[config.mk]
export PLATFORM = sky130hd
export DESIGN_NAME = stream_demux_1_4
export DESIGN_NICKNAME = d
export VERILOG_FILES = /design/src/rtl/stream_demux_1_4.sv
export SDC_FILE = /design/constraint.sdc
export NUM_CORES = 1
export LEC_CHECK = 0
export ABC_AREA = 1
export CAP_MARGIN = 10
export CORE_AREA = 3 3 56 58
export DETAILED_ROUTE_END_ITERATION = 16
export DIE_AREA = 0 0 59 61
export GPL_ROUTABILITY_DRIVEN = 0
export GPL_TIMING_DRIVEN = 0
export PLACE_DENSITY = 0.78
export SLEW_MARGIN = 5
export SYNTH_ARGS = -nofsm -noshare
export SYNTH_HDL_FRONTEND = slang
export SYNTH_SLANG_ARGS = --single-unit
export TNS_END_PERCENT = 5
[constraint.sdc]
create_clock -name clk -period 4.7 [get_ports clk]
set_input_delay 0.94 -clock clk [delete_from_list [all_inputs] [get_ports clk]]
set_output_delay 0.94 -clock clk [all_outputs]
set_load 0.02 [all_outputs]
[src/rtl/stream_demux_1_4.sv]
// ---------------------------------------------------------------------------
// stream_demux_1_4
// Registered 1-to-4 packet demultiplexer. One valid/ready input stream is
// steered packet-by-packet to one of four output channels; the destination is
// taken from in_sel on the first beat of each packet and held until the beat
// carrying in_last. Each channel owns a one-deep output register, so latency
// is one cycle and a stalled channel only blocks the input while the current
// route points at it.
//
// Ports
//   clk        in   1          clock, rising edge
//   rst_n      in   1          asynchronous active-low reset
//   in_data    in   DATA_W     input beat
//   in_sel     in   2          destination channel, sampled on first beat
//   in_last    in   1          final beat of a packet
//   in_valid   in   1          input beat present
//   in_ready   out  1          beat accepted this cycle (combinational)
//   out_data   out  4*DATA_W   channel i at [i*DATA_W +: DATA_W]
//   out_last   out  4          per-channel last flag
//   out_valid  out  4          per-channel beat present
//   out_ready  in   4          per-channel downstream ready
//   busy       out  1          a packet is open
//   route      out  2          current destination (combinational)
// ---------------------------------------------------------------------------
module stream_demux_1_4 #(
    parameter int unsigned DATA_W = 4,
    parameter int unsigned N_CH   = 4
) (
    input  logic                     clk,
    input  logic                     rst_n,
    input  logic [DATA_W-1:0]        in_data,
    input  logic [1:0]               in_sel,
    input  logic                     in_last,
    input  logic                     in_valid,
    output logic                     in_ready,
    output logic [N_CH*DATA_W-1:0]   out_data,
    output logic [N_CH-1:0]          out_last,
    output logic [N_CH-1:0]          out_valid,
    input  logic [N_CH-1:0]          out_ready,
    output logic                     busy,
    output logic [1:0]               route
);

    localparam int unsigned SEL_W = 2;

    typedef enum logic [0:0] {
        ST_IDLE = 1'b0,
        ST_BUSY = 1'b1
    } state_t;

    state_t                          state_q;
    state_t                          state_d;
    logic [SEL_W-1:0]                locked_q;
    logic [SEL_W-1:0]                locked_d;

    logic [N_CH-1:0][DATA_W-1:0]     data_q;
    logic [N_CH-1:0]                 last_q;
    logic [N_CH-1:0]                 valid_q;

    logic                            accept;
    logic [N_CH-1:0]                 load;

    // Destination for the current beat: live select when idle, lock otherwise.
    assign route = (state_q == ST_IDLE) ? in_sel : locked_q;

    // Only the routed channel's occupancy can stall the input.
    assign in_ready = !valid_q[route] | out_ready[route];
    assign accept   = in_valid & in_ready;

    // One-hot load strobe toward the routed channel.
    always_comb begin
        load = '0;
        for (int unsigned i = 0; i < N_CH; i++) begin
            load[i] = accept && (route == SEL_W'(i));
        end
    end

    // Packet framing FSM: state register.
    always_ff @(posedge clk or negedge rst_n) begin
        if (!rst_n) begin
            state_q  <= ST_IDLE;
            locked_q <= '0;
        end else begin
            state_q  <= state_d;
            locked_q <= locked_d;
        end
    end

    // Packet framing FSM: next state and destination lock.
    always_comb begin
        state_d  = state_q;
        locked_d = locked_q;
        case (state_q)
            ST_IDLE: begin
                if (accept && !in_last) begin
                    state_d  = ST_BUSY;
                    locked_d = in_sel;
                end
            end
            ST_BUSY: begin
                if (accept && in_last) begin
                    state_d = ST_IDLE;
                end
            end
            default: begin
                state_d = ST_IDLE;
            end
        endcase
    end

    // Per-channel output registers; a load wins over a same-cycle drain.
    always_ff @(posedge clk or negedge rst_n) begin
        if (!rst_n) begin
            data_q  <= '0;
            last_q  <= '0;
            valid_q <= '0;
        end else begin
            for (int unsigned i = 0; i < N_CH; i++) begin
                if (load[i]) begin
                    data_q[i]  <= in_data;
                    last_q[i]  <= in_last;
                    valid_q[i] <= 1'b1;
                end else if (valid_q[i] && out_ready[i]) begin
                    valid_q[i] <= 1'b0;
                end
            end
        end
    end

    assign out_data  = data_q;
    assign out_last  = last_q;
    assign out_valid = valid_q;
    assign busy      = (state_q == ST_BUSY);

endmodule
==> results.sh <==
export IMPL_min_period_ns=3.69
export IMPL_fin_area_mm2=0.00176
export IMPL_diodes=0
export IMPL_synth_area_leaders="dfrtp_1 53%, nand2_1 24%, nor2_4 4.4%, inv_1 4.1%, nand2_2 3.9%"
export IMPL_grt_ovfl_total=0
export IMPL_seq_power_share_pct=33.3
export IMPL_cts_buffer_depth=2
export IMPL_ioPinCount=42
export IMPL_antenna_found_initial=0
export IMPL_synth_cells=158
export IMPL_ys_async_sr_fraction_pct=100
export IMPL_synth_cell_types=14
export IMPL_tns_ns=0
export IMPL_post_drt_wl_per_cell_um=13.2
export IMPL_final_layout_size_suffix_gt1_share_pct=11.3
export IMPL_synth_most_common_cell="nand2_1"
export IMPL_drcViolationCount=0
export IMPL_ir_drop_uv=487
export IMPL_cts_sinks=27
export IMPL_cts_tree="built"
export IMPL_status="complete, no violations"
export IMPL_hold_path_class="flop to flop"
export IMPL_crit_type="input port to output port"
export IMPL_cts_root_buf="clkbuf_4"
export IMPL_finalCritPeriodShare_pct=78.5
export IMPL_cts_hold_buf=0
export IMPL_p_sw_uw=558
export IMPL_end_kind="output port"
export IMPL_firstDrtPassIters=4
export IMPL_fmax_mhz=271
export IMPL_timing_slew_headroom_pct=59.7
export IMPL_syn_area_mm2=0.00128
export IMPL_num_rows=19
export IMPL_post_cts_buffers=0
export IMPL_cts_resized=0
export IMPL_clkTransAtPathRegs_ns=0.13
export IMPL_htreeDepth=1
export IMPL_internal_power_uw=676
export IMPL_finalHoldViolations=0
export IMPL_globalRouteTotalUtil_pct=18.5
export IMPL_die_area_mm2=0.00360
export IMPL_tightest_slew_ns=0.605
export IMPL_swShare_pct=45.2
export IMPL_grt_pass1_wl_um=5040
export IMPL_cap_violations=0
export IMPL_dp_hpwl_um=2370
export IMPL_finalMaxSlewViolations=0
export IMPL_drtAntennaViolNets=0
export IMPL_insertion_delay_ns=0.32
export IMPL_ys_seq_elements=27
export IMPL_synthTopCellsByCount="82 x nand2_1, 27 x dfrtp_1, 14 x inv_1"
export IMPL_syn_nets=172
export IMPL_start_util_pct=47.4
export IMPL_grt_pass1_vias=1109
export IMPL_crit_required_ns=3.76
export IMPL_syn_area_per_cell_um2=8.13
export IMPL_setup_viol=0
export IMPL_synth_edff_count=0
export IMPL_synth_warnings=0
export IMPL_cp_arrival_ns=2.75
export IMPL_synthFlopType="dfrtp_1"
export IMPL_yosysTopAreaCellShare_pct=52.6
export IMPL_finClkSkew_ns=0.00615
export IMPL_synth_seq_area_share_pct=52.6
export IMPL_p_clk_share_pct=8.0
export IMPL_die_h_um=61
export IMPL_wl_um=3090
export IMPL_vias=1161
export IMPL_drtIter0Drc=50
export IMPL_leakage_uw=0.000882
export IMPL_power_density_mw_per_mm2=703
export IMPL_io_buffers=41
export IMPL_crit_path_start_kind="input port"
export IMPL_rsz0062_at_grt="no"
export IMPL_p_comb_share_pct=58.7
export IMPL_worstPathMaxFanout=5
export IMPL_cts_buffers_inserted=3
export IMPL_core_area_mm2=0.00271
export IMPL_syn_to_final_growth_pct=36.6
export IMPL_grt_max_degree=28
export IMPL_via_per_inst=4.96
export IMPL_num_nets_final=218
export IMPL_synth_top_area_cell="dfrtp_1"
export IMPL_fp_dieW_um=59
export IMPL_placed_cell_area_mm2=0.00173
-- power groups by stage --
stage	sequential [µW]	combinational [µW]	clock, µW
after detailed placement	415	729	0
after global placement	410	713	0
after global routing	426	790	109
after CTS	412	731	102
after floorplan	530	300	0
final	411	724	99.1
-- per-layer routing --
layer | part of all wire [%] | global-route usage (%) | up-vias
met1 | 44 | 23.6 | 544
met2 | 48 | 31.2 | 42
li1 | - | - | 571
met4 | 1.4 | 7.12 | 0
met3 | 6.5 | 3.40 | 4
met5 | 0 | 0 | -
-- registers in the layout, indices dropped and copies added (netlist names), named ones only --
register and count:
locked_q 2, out_data 16, out_last 4, out_valid 4
-- through the flow --
step / setup WS [ns] / hold WS [ns] / instances / utilization [%] / total power [µW]
after floorplan: 2.19 / 0.471 / 158 / - / 830
after global placement: 1.07 / 0.455 / 230 / 64.0 / 1120
after detailed placement: 1.02 / 0.458 / 230 / 64.0 / 1140
after CTS: 1.01 / 0.490 / 234 / 65.0 / 1250
after global routing: 0.939 / 0.516 / 234 / 64.8 / 1320
final: 1.01 / 0.484 / 234 / 64.8 / 1230
-- layout by cell type, fill, tap and decap left out, drive strengths merged --
cell type      Yosys  routed
a21oi              1       1
clkbuf             0       4
nand2             93      93
inv               15      15
clkdlybuf4s50      0      40
nand3              5       5
nand4              3       3
o21ai              5       5
dfrtp             27      27
buf                0       1
nor2               9       9
-- layout make-up --
cell class | count | area (µm²)
fillers | 248 | 955
flip-flops and latches | 27 | 676
multi-input cells | 116 | 553
repair buffers | 41 | 405
inverters | 15 | 56.3
well taps | 31 | 38.8
clock buffers | 4 | 26.3
-- logic make-up (layout without fill, tap and decap cells) --
| logic type | Yosys count | count (layout) | share of synthesized area [%] |
|---|---|---|---|
| AND/OR/NAND/NOR | 110 | 110 | 39.8 |
| flip-flops | 27 | 27 | 52.6 |
| buffers and inverters | 15 | 60 | 4.38 |
| AO/OA/AOI/OAI | 6 | 6 | 3.21 |
-- critical path, cell delays in order --
cell,delay [ns]
clkdlybuf4s50_1,0.57
inv_1,0.08
nand2_2,0.07
nand2_2,0.09
nand2_1,0.07
nand2_1,0.07
nand2_2,0.07
nand2_2,0.07
nand2_2,0.11
clkdlybuf4s50_1,0.61
-- path summary, 6_finish.rpt --
kind | start | end | slack (ns) | depth (start not counted)
min reg2reg | out_data[11] | out_data[11] | 0.48 | 2
max reg2reg | flop | out_data[7] | 2.86 | 10
max in group asynchronous | rst_n | out_data[8] | 3.70 | 1
max | in_sel[0] | in_ready | 1.01 | 10
min in group asynchronous | rst_n | out_valid[0] | 0.60 | 1
min | out_data[11] | out_data[11] | 0.48 | 2
Power figures use the tool's default switching activity.
